[config.mk]
export PLATFORM = sky130hd
export DESIGN_NAME = uart_rx_cfg
export DESIGN_NICKNAME = d
export VERILOG_FILES = /design/src/rtl/uart_pkg.sv /design/src/rtl/uart_rx_sync.sv /design/src/rtl/uart_rx_cfg.sv
export SDC_FILE = /design/constraint.sdc
export NUM_CORES = 1
export LEC_CHECK = 0
export ABC_AREA = 1
export CORE_MARGIN = 3
export CORE_UTILIZATION = 55
export DETAILED_ROUTE_END_ITERATION = 12
export GPL_ROUTABILITY_DRIVEN = 0
export PLACE_DENSITY = 0.77
export SYNTH_ARGS = -nofsm -noshare
export SYNTH_HDL_FRONTEND = slang
export SYNTH_SLANG_ARGS = --single-unit
[constraint.sdc]
create_clock -name i_clock -period 2 [get_ports i_clock]
set_input_delay 0.4 -clock i_clock [delete_from_list [all_inputs] [get_ports i_clock]]
set_output_delay 0.4 -clock i_clock [all_outputs]
set_load 0.005 [all_outputs]
[src/rtl/uart_pkg.sv]
// Shared types and constants for the configurable UART receiver.
package uart_pkg;

  typedef enum logic [2:0] {IDLE, START, DATA, PARITY, STOP} state_t;

  localparam logic [1:0] PAR_NONE = 2'b00;
  localparam logic [1:0] PAR_EVEN = 2'b01;
  localparam logic [1:0] PAR_ODD  = 2'b10;

  localparam int unsigned OVERSAMPLE = 16;
  localparam logic [3:0]  MID_BIT    = 4'd7;
  localparam logic [3:0]  SAMPLE_CNT = 4'(OVERSAMPLE - 1);

  function automatic logic parity_on(input logic [1:0] mode);
    return (mode == PAR_EVEN) || (mode == PAR_ODD);
  endfunction

endpackage

[src/rtl/uart_rx_sync.sv]
// Two-flop synchroniser for the asynchronous rx pin; both flops reset to idle-high.
module uart_rx_sync
  import uart_pkg::*;
(
  input  logic i_clock,
  input  logic i_reset_n,
  input  logic i_async,
  output logic o_sync
);

  logic meta;

  always_ff @(posedge i_clock or negedge i_reset_n) begin
    if (!i_reset_n) begin
      meta   <= 1'b1;
      o_sync <= 1'b1;
    end else begin
      meta   <= i_async;
      o_sync <= meta;
    end
  end

endmodule

[src/rtl/uart_rx_cfg.sv]
// 16x-oversampled UART receiver: runtime parity, 1/2 stop bits, glitch/break detection.
// Define UART_RX_MAJORITY_EN for 3-sample majority voting at counts 13/14/15.
module uart_rx_cfg
  import uart_pkg::*;
#(
  parameter int unsigned DATA_WIDTH = 8,
  parameter int unsigned STOP_WIDTH = 1
) (
  input  logic                  i_clock,
  input  logic                  i_reset_n,
  input  logic                  i_tick,
  input  logic                  i_rx_data_input,
  input  logic [1:0]            i_parity_mode,
  output logic [DATA_WIDTH-1:0] o_data_byte,
  output logic                  o_parity,
  output logic                  o_parity_err,
  output logic                  o_frame_err,
  output logic                  o_break,
  output logic                  o_done_bit,
  output logic                  o_busy
);

  localparam logic [3:0] LAST_DATA = 4'(DATA_WIDTH - 1);
  localparam logic [3:0] LAST_STOP = 4'(STOP_WIDTH - 1);

  state_t                state, state_nx;
  logic [3:0]            cnt, cnt_nx, bits, bits_nx;
  logic                  rx_s, armed, samp;
  logic                  validate, shift_en, par_en, stop_en, finish;
  logic [1:0]            mode;
  logic [DATA_WIDTH-1:0] shreg;
  logic                  par_bit, ferr_acc, stop_hi;
  logic                  ferr_fin, stop_hi_fin, par_err;

  uart_rx_sync u_sync (
    .i_clock   (i_clock),
    .i_reset_n (i_reset_n),
    .i_async   (i_rx_data_input),
    .o_sync    (rx_s)
  );

`ifdef UART_RX_MAJORITY_EN
  localparam logic [3:0] VOTE_A = SAMPLE_CNT - 4'd2;
  localparam logic [3:0] VOTE_B = SAMPLE_CNT - 4'd1;
  logic s_a, s_b;

  always_ff @(posedge i_clock or negedge i_reset_n) begin
    if (!i_reset_n) begin
      s_a <= 1'b1;
      s_b <= 1'b1;
    end else if (i_tick) begin
      if (cnt == VOTE_A) s_a <= rx_s;
      if (cnt == VOTE_B) s_b <= rx_s;
    end
  end

  assign samp = (s_a & s_b) | (s_a & rx_s) | (s_b & rx_s);
`else
  assign samp = rx_s;
`endif

  always_ff @(posedge i_clock or negedge i_reset_n) begin
    if (!i_reset_n) begin
      state <= IDLE;
      cnt   <= '0;
      bits  <= '0;
    end else begin
      state <= state_nx;
      cnt   <= cnt_nx;
      bits  <= bits_nx;
    end
  end

  always_comb begin
    state_nx = state;
    cnt_nx   = cnt;
    bits_nx  = bits;
    validate = 1'b0;
    shift_en = 1'b0;
    par_en   = 1'b0;
    stop_en  = 1'b0;
    finish   = 1'b0;
    if (i_tick) begin
      case (state)
        IDLE: begin
          if (armed && !rx_s) begin
            state_nx = START;
            cnt_nx   = '0;
          end
        end
        START: begin
          if (cnt == MID_BIT) begin
            cnt_nx  = '0;
            bits_nx = '0;
            if (!rx_s) begin
              state_nx = DATA;
              validate = 1'b1;
            end else begin
              state_nx = IDLE;
            end
          end else begin
            cnt_nx = cnt + 4'd1;
          end
        end
        DATA: begin
          cnt_nx = cnt + 4'd1;
          if (cnt == SAMPLE_CNT) begin
            shift_en = 1'b1;
            if (bits == LAST_DATA) begin
              bits_nx  = '0;
              state_nx = parity_on(mode) ? PARITY : STOP;
            end else begin
              bits_nx = bits + 4'd1;
            end
          end
        end
        PARITY: begin
          cnt_nx = cnt + 4'd1;
          if (cnt == SAMPLE_CNT) begin
            par_en   = 1'b1;
            state_nx = STOP;
          end
        end
        STOP: begin
          cnt_nx = cnt + 4'd1;
          if (cnt == SAMPLE_CNT) begin
            stop_en = 1'b1;
            if (bits == LAST_STOP) begin
              finish   = 1'b1;
              bits_nx  = '0;
              state_nx = IDLE;
            end else begin
              bits_nx = bits + 4'd1;
            end
          end
        end
        default: state_nx = IDLE;
      endcase
    end
  end

  // The final stop sample is folded in combinationally so results publish on the same edge.
  assign ferr_fin    = ferr_acc | ~samp;
  assign stop_hi_fin = stop_hi | samp;
  assign par_err     = parity_on(mode) & ((^shreg) ^ par_bit ^ (mode == PAR_ODD));

  always_ff @(posedge i_clock or negedge i_reset_n) begin
    if (!i_reset_n) begin
      armed        <= 1'b1;
      mode         <= PAR_NONE;
      shreg        <= '0;
      par_bit      <= 1'b0;
      ferr_acc     <= 1'b0;
      stop_hi      <= 1'b0;
      o_data_byte  <= '0;
      o_parity     <= 1'b0;
      o_parity_err <= 1'b0;
      o_frame_err  <= 1'b0;
      o_break      <= 1'b0;
      o_done_bit   <= 1'b0;
    end else begin
      if (finish && ferr_fin)  armed <= 1'b0;
      else if (i_tick && rx_s) armed <= 1'b1;
      o_done_bit <= finish;
      if (validate) begin
        mode     <= i_parity_mode;
        par_bit  <= 1'b0;
        ferr_acc <= 1'b0;
        stop_hi  <= 1'b0;
      end
      if (shift_en) shreg   <= {samp, shreg[DATA_WIDTH-1:1]};
      if (par_en)   par_bit <= samp;
      if (stop_en) begin
        ferr_acc <= ferr_fin;
        stop_hi  <= stop_hi_fin;
      end
      if (finish) begin
        o_data_byte  <= shreg;
        o_parity     <= par_bit;
        o_parity_err <= par_err;
        o_frame_err  <= ferr_fin;
        o_break      <= ferr_fin & ~stop_hi_fin & ~(|shreg) & ~par_bit;
      end
    end
  end

  assign o_busy = (state != IDLE);

endmodule

==> results of run 1 <==
## worst min-delay path by stage
stage	startpoint	end	slack, ns	cells past startpoint
floorplan	i_reset_n	bits[0]$_DFFE_PN0P_	0.10	0
global placement	u_sync.meta$_DFF_PN1_	u_sync.o_sync$_DFF_PN1_	0.35	0
detailed placement	u_sync.meta$_DFF_PN1_	u_sync.o_sync$_DFF_PN1_	0.35	0
CTS	i_reset_n	bits[1]$_DFFE_PN0P_	0.16	2
global route	i_reset_n	bits[1]$_DFFE_PN0P_	0.18	2
finish	i_reset_n	bits[1]$_DFFE_PN0P_	0.14	2
## cell usage in the layout (no fill, tap or decap), drive strengths merged
| master | n |
|---|---|
| a21boi | 1 |
| a21oi | 5 |
| buf | 4 |
| bufinv | 1 |
| clkbuf | 6 |
| clkdlybuf4s50 | 18 |
| clkinv | 1 |
| dfrtp | 37 |
| dfstp | 3 |
| ha | 8 |
| inv | 34 |
| nand2 | 93 |
| nand3 | 27 |
| nand3b | 1 |
| nand4 | 3 |
| nor2 | 22 |
| nor3 | 1 |
| o21a | 1 |
| o21ai | 28 |
| o22ai | 1 |
| xor2 | 1 |
## kinds of logic (layout without fill, tap and decap cells)
family,Yosys count,in the layout
simple gates,147,147
compound gates,36,36
flops,40,40
xor+xnor,1,1
fa+ha+maj,8,8
buf+inv,38,64
## state kept, by name, indices dropped and copies added (netlist names), 2 cells and up
name / count
o_data_byte: 8
mode: 2
bits: 4
state: 3
cnt: 4
shreg: 8
## through the flow
| step | instance area [sq um] | hold WS, ns | setup WS, ns | utilization | total power, mW |
|---|---|---|---|---|---|
| 3_5_place_dp | 2410 | 0.348 | 0.153 | 0.643 | 1.73 |
| 6_report | 2540 | 0.141 | 0.148 | 0.678 | 2.46 |
| 5_1_grt | 2540 | 0.184 | 0.0491 | 0.678 | 2.63 |
| 4_1_cts | 2530 | 0.161 | 0.0267 | 0.676 | 2.44 |
| 3_3_place_gp | 2410 | 0.347 | 0.197 | 0.643 | 1.73 |
| 2_1_floorplan | 2190 | 0.104 | 0.623 | - | 1.55 |
## timing repair
action                     in CTS  in global routing
setup endpoints to repair       0                  1
setup buffers                   0                  1
gates resized for setup         0                  2
## critical path, delay by kind of cell, from the launching register on
kind / cells / cell delay (ns)
simple gates: 1 / 0.11
buf+inv: 2 / 0.61
flops: 1 / 0.45
## cell type report
type                    count  share of cell area
multi-input cells         192               0.398
flip-flops and latches     40               0.397
repair buffers             22              0.0818
inverters                  34              0.0522
clock buffers               6              0.0325
well taps                  48              0.0236
clock inverters             2              0.0153
## where the power goes
part           switching (mW)  leakage (nW)  internal (mW)
logic                   0.506         0.659          0.279
registers              0.0949         0.535          0.876
clock network           0.293        0.0614          0.408
total                   0.893          1.26           1.56
## per-layer routing
| metal | vias up | routed length, um | track usage |
|---|---|---|---|
| li1 | 913 | - | - |
| met1 | 782 | 2010 | 0.252 |
| met2 | 31 | 1660 | 0.270 |
| met3 | 6 | 197 | 0.0481 |
| met4 | 0 | 52 | 0.0521 |
| met5 | - | 0 | 0 |
==> metrics, run 1 <==
Main synth FF type dfrtp_1; max-slew violations 0; vias per cell 5.03; critical path type reg -> out; clock sink total 40; ranking of synthesized cells by area dfrtp_1 42%, nand2_1 15%, nand3_1 5.7%, inv_1 5.1%, o21ai_1 5.0%; Cell Area, Synth 2190 sq um; crit-path cells inv_2, nand2_1, clkdlybuf4s50_1; Hold Violations, Final 0; Distinct cells, synth 29; num rows 22; vias in the first global route 1575; status finished, final reports clean; worst-case clock skew 0.00862 ns; reg-to-reg endpoint state[2]$_DFFE_PN0P_; Compound-Gate Fraction of Synth Area 0.0903; Routed WL 3920 um; Power Density 967 nW/um^2; synthesis-stage register bit count 40; Mean Syn Cell Area 8.11 sq um; max_slew headroom 0.675; Num CTS Buffers 5; class of the worst hold path in -> async; crit path DAT 1.45 ns; wire per inst 11.4 um; H-tree depth 2; synth cell count leaders 85 x nand2_1, 37 x dfrtp_1, 30 x inv_1; Max-cap violations 0; Adder-Cell Fraction of Synth Area 0.0457; Longest Clk Path Bufs 2; mux cell area share after synthesis 0; number of top-level pins 20; clk slew on worst S/H paths 0.08 ns; measured slew at the worst slew-check pin 0.488 ns; min Tclk post-route 1.85 ns; DRT antenna net count 0; Worst R2R Setup Slack 0.44 ns; vias 1732; CTS root buffer clkbuf_8; P&R area growth vs syn 16.0%; share of the synthesized area in the top cell type 0.423; gr ovfl total 0; dpl cells 335; leak pwr 1.26 nW; largest family of logic cells by synthesized area simple AND/OR/NAND/NOR gates; Max FO, Critical Path 7; FILL cells 329; Post-synth ARST share 1.00; RSZ-0062 raised after global routing false; CTS tree built; Worst Setup Start Kind register; hpwl dp 2890 um; share of layout cells above drive strength 1 0.135; hold_buf cts 0; die height 69.1 um; Final #Nets 309; worst path required time 1.60 ns; DRT iter0 DRCs 95; global-route wire length before repair 6960 um; Die W 69.1 um; largest net degree at the start of global routing 41; post-synthesis net count 284; critical path launch point state[2]$_DFFE_PN0P_; Yosys Warn Count 0; Global Route Usage Sum 0.179; Worst Setup EP o_busy; Peak Freq 540 MHz; Max VDD drop 746 uV; IO buf count 19; xor-xnor portion of the synthesized cell area 0.00400; Crit. End Element output port; Worst Reg-to-Reg Cells 10; most common cell in the netlist nand2_1; Multi-input gate area 1010 sq um; Seq. cell area 1010 sq um; RR Startpoint cnt[0]$_DFFE_PN0P_; fin crit share 0.926; Gate Count Post-Synth 270; Layout Cells excl Fill 344; Post-synth EDFFs 0; initial antenna violation count 0; Initial Util 0.585; final setup fails 0; TNS Setup 0 ns; Remaining DRCs 0; sequential fraction of the synthesis area 0.459; Synth area leader dfrtp_1; antenna cells 0; area fraction in and, or, nand and nor cells after synthesis 0.322; Critical Path Slowest Stage Cell clkdlybuf4s50_1; total iterations of the first detailed-routing run 4; worst-skew pair later-pin latency 0.30 ns; area of the core 3740 sq um; CP peak stage delay 0.50 ns; die area 4770 sq um
No activity file was read; power rests on OpenSTA's default activity.
==> run 2: changes to the inputs <==
- RECOVER_POWER: default -> 100
- SYNTH_HIERARCHICAL: default -> 1
==> metrics, run 2 <==
synthesis-stage register bit count 40 (unchanged); status finished, final reports clean; vias 1763 (+1.8%); number of top-level pins 20 (unchanged); share of the synthesized area in the top cell type 0.414 (-0.00899); Distinct cells, synth 28 (-3.4%); Mean Syn Cell Area 8.47 sq um (+4.5%); Top Registers o_data_byte: 8 flops, shreg: 8 flops; Max-cap violations 0 (unchanged); Initial Util 0.589 (+0.00404); postcts setup bufs 0 (unchanged); global-route wire length before repair 7560 um (+8.6%); RSZ-0062 raised after global routing false; Gate Count Post-Synth 264 (-2.2%); DRT iter0 DRCs 120 (+26%); Die W 69.8 um (+0.98%); Routed WL 4330 um (+10%); Multi-input gate area 990 sq um (-2.1%); Num CTS Buffers 5 (unchanged); Yosys Warn Count 6 (+6); Global Route Usage Sum 0.191 (+0.0119); vias in the first global route 1630 (+3.5%); largest net degree at the start of global routing 22 (-46%); clock sink total 40 (unchanged); Post-synth ARST share 1.00 (unchanged); crit path DAT 1.52 ns (+0.07 ns); Post-synth EDFFs 0 (unchanged); hpwl dp 3070 um (+6.1%); Main synth FF type dfrtp_1; Cell Area, Synth 2240 sq um (+2.2%); most common cell after layout, fill and taps aside nand2_1; Clk pwr share 0.274 (-0.011); IO buf count 19 (unchanged); max-slew violations 0 (unchanged); hold_buf cts 0 (unchanged); antenna cells 0 (unchanged); worst-skew pair later-pin latency 0.29 ns (about the same); sequential fraction of the synthesis area 0.449 (-0.00975); Power Density 960 nW/um^2 (-0.70%); Final #Nets 303 (-1.9%); vias per cell 5.22 (+3.6%); P&R area growth vs syn 12.9%; Sw Ratio 0.379 (+0.0155); Comb pwr share 0.324 (+0.004); Setup WS pre-CTS 0.146 ns (-0.00643 ns); sw power 0.919 mW (+2.9%); most common cell in the netlist nand2_1; Longest Clk Path Bufs 2 (unchanged); Crit. End Element output port; wire per inst 12.8 um (+12%); TNS Setup 0 ns (unchanged); synth cell count leaders 76 x nand2_1, 37 x dfrtp_1, 32 x inv_1; Flop pwr share 0.402 (+0.007); post-synthesis net count 278 (-2.1%); Remaining DRCs 0 (unchanged); num rows 22 (unchanged); initial antenna violation count 0 (unchanged); most frequent cells in the layout 79 x nand2_1, 35 x dfrtp_1, 33 x inv_1, 26 x nand3_1, 21 x o21ai_0; class of the worst hold path in -> async; final setup fails 0 (unchanged); Max FO, Critical Path 7 (unchanged); FILL cells 327 (-0.61%); die height 69.8 um (+0.98%); worst setup margin 0.0805 ns (-0.0670 ns); critical path type reg -> out; clk slew on worst S/H paths 0.08 ns (about the same); measured slew at the worst slew-check pin 1.07 ns (+0.582 ns); Seq. cell area 1010 sq um (unchanged); max_slew headroom 0.286 (-0.388); Worst Setup Start Kind register; worst path required time 1.60 ns (about the same); CTS tree built; area of the core 3800 sq um (+1.5%); ranking of synthesized cells by area dfrtp_1 41%, nand2_1 13%, nand3_1 5.4%, inv_1 5.4%, ha_1 4.5%; worst-case clock skew 0.00563 ns (-0.00299 ns); fin crit share 0.960 (+0.0335); fin util 0.665 (-0.0138); min Tclk post-route 1.92 ns (+0.0670 ns); DRT antenna net count 0 (unchanged); Int Power 1.51 mW (-3.7%); share of layout cells above drive strength 1 0.138 (+0.00280); H-tree depth 2 (unchanged); Peak Freq 521 MHz (-3.5%); leak pwr 1.30 nW (+3.8%); Synth area leader dfrtp_1; gr ovfl total 0 (unchanged); Hold Violations, Final 0 (unchanged); CTS root buffer clkbuf_8; post-CTS resize count 0 (unchanged); die area 4870 sq um (+2.0%); total iterations of the first detailed-routing run 4 (unchanged); Max VDD drop 914 uV (+23%)
run 2: layout make-up:
cell class / count / share of cell area
Clock buffer: 5 / 0.0273
Clock inverter: 3 / 0.0168
Inverter: 36 / 0.0555
Multi-Input combinational cell: 184 / 0.392
Sequential cell: 40 / 0.399
Tap cell: 48 / 0.0238
Timing Repair Buffer: 22 / 0.0857
run 2: final timing paths:
| kind | start | to | slack [ns] | cells past startpoint |
|---|---|---|---|---|
| max reg2reg | state[2]$_DFFE_PN0P_ | shreg[7]$_DFFE_PN0P_ | 0.16 | 5 |
| min | i_reset_n | o_data_byte[3]$_DFFE_PN0P_ | 0.27 | 1 |
| min in group i_clock | u_sync/meta$_DFF_PN1_ | u_sync/o_sync$_DFF_PN1_ | 0.36 | 0 |
| min reg2reg | u_sync/meta$_DFF_PN1_ | u_sync/o_sync$_DFF_PN1_ | 0.36 | 0 |
| max in group asynchronous | i_reset_n | armed$_DFFE_PN1P_ | 0.63 | 2 |
| max | state[0]$_DFFE_PN0P_ | o_busy | 0.08 | 3 |
run 2: logic make-up (layout without fill, tap and decap cells):
logic type	Yosys count	after routing	share of synthesized area
and+or+nand+nor	139	139	0.316
buffers and inverters	40	66	0.0828
AOI/OAI and AO/OA	36	36	0.103
DFF	40	40	0.449
xor gates and xnor gates	1	1	0.00392
adders and majority gates	8	8	0.0447
run 2: layer usage:
layer / track usage / wire [um] / vias up
met5: 0 / 0 / -
met4: 0.0511 / 65 / 0
met3: 0.0464 / 201 / 8
met2: 0.281 / 1890 / 48
met1: 0.280 / 2180 / 816
li1: - / - / 891
run 2: worst max-delay path: stages (launching register included):
cell,delay [ns]
dfrtp_2,0.47
nor2_4,0.19
nand2_1,0.11
clkdlybuf4s50_1,0.46
run 2: stage by stage:
step                      power (mW)  hold WS [ns]  area [sq um]  instances
final                           2.42         0.269          2520        338
after global routing            2.58         0.352          2520        338
after CTS                       2.50        0.0653          2600        338
after detailed placement        1.80         0.348          2480        330
after global placement          1.80         0.347          2480        330
after floorplan                 1.62         0.104          2240        264
run 2: power by group through the flow:
stage                     clock network (mW)  registers [mW]  logic (mW)
final                                  0.664           0.976       0.786
after global routing                   0.713           0.986       0.885
after CTS                              0.671           0.975       0.852
after detailed placement                   0           0.986       0.817
after global placement                     0           0.987       0.811
after floorplan                            0           0.965       0.652
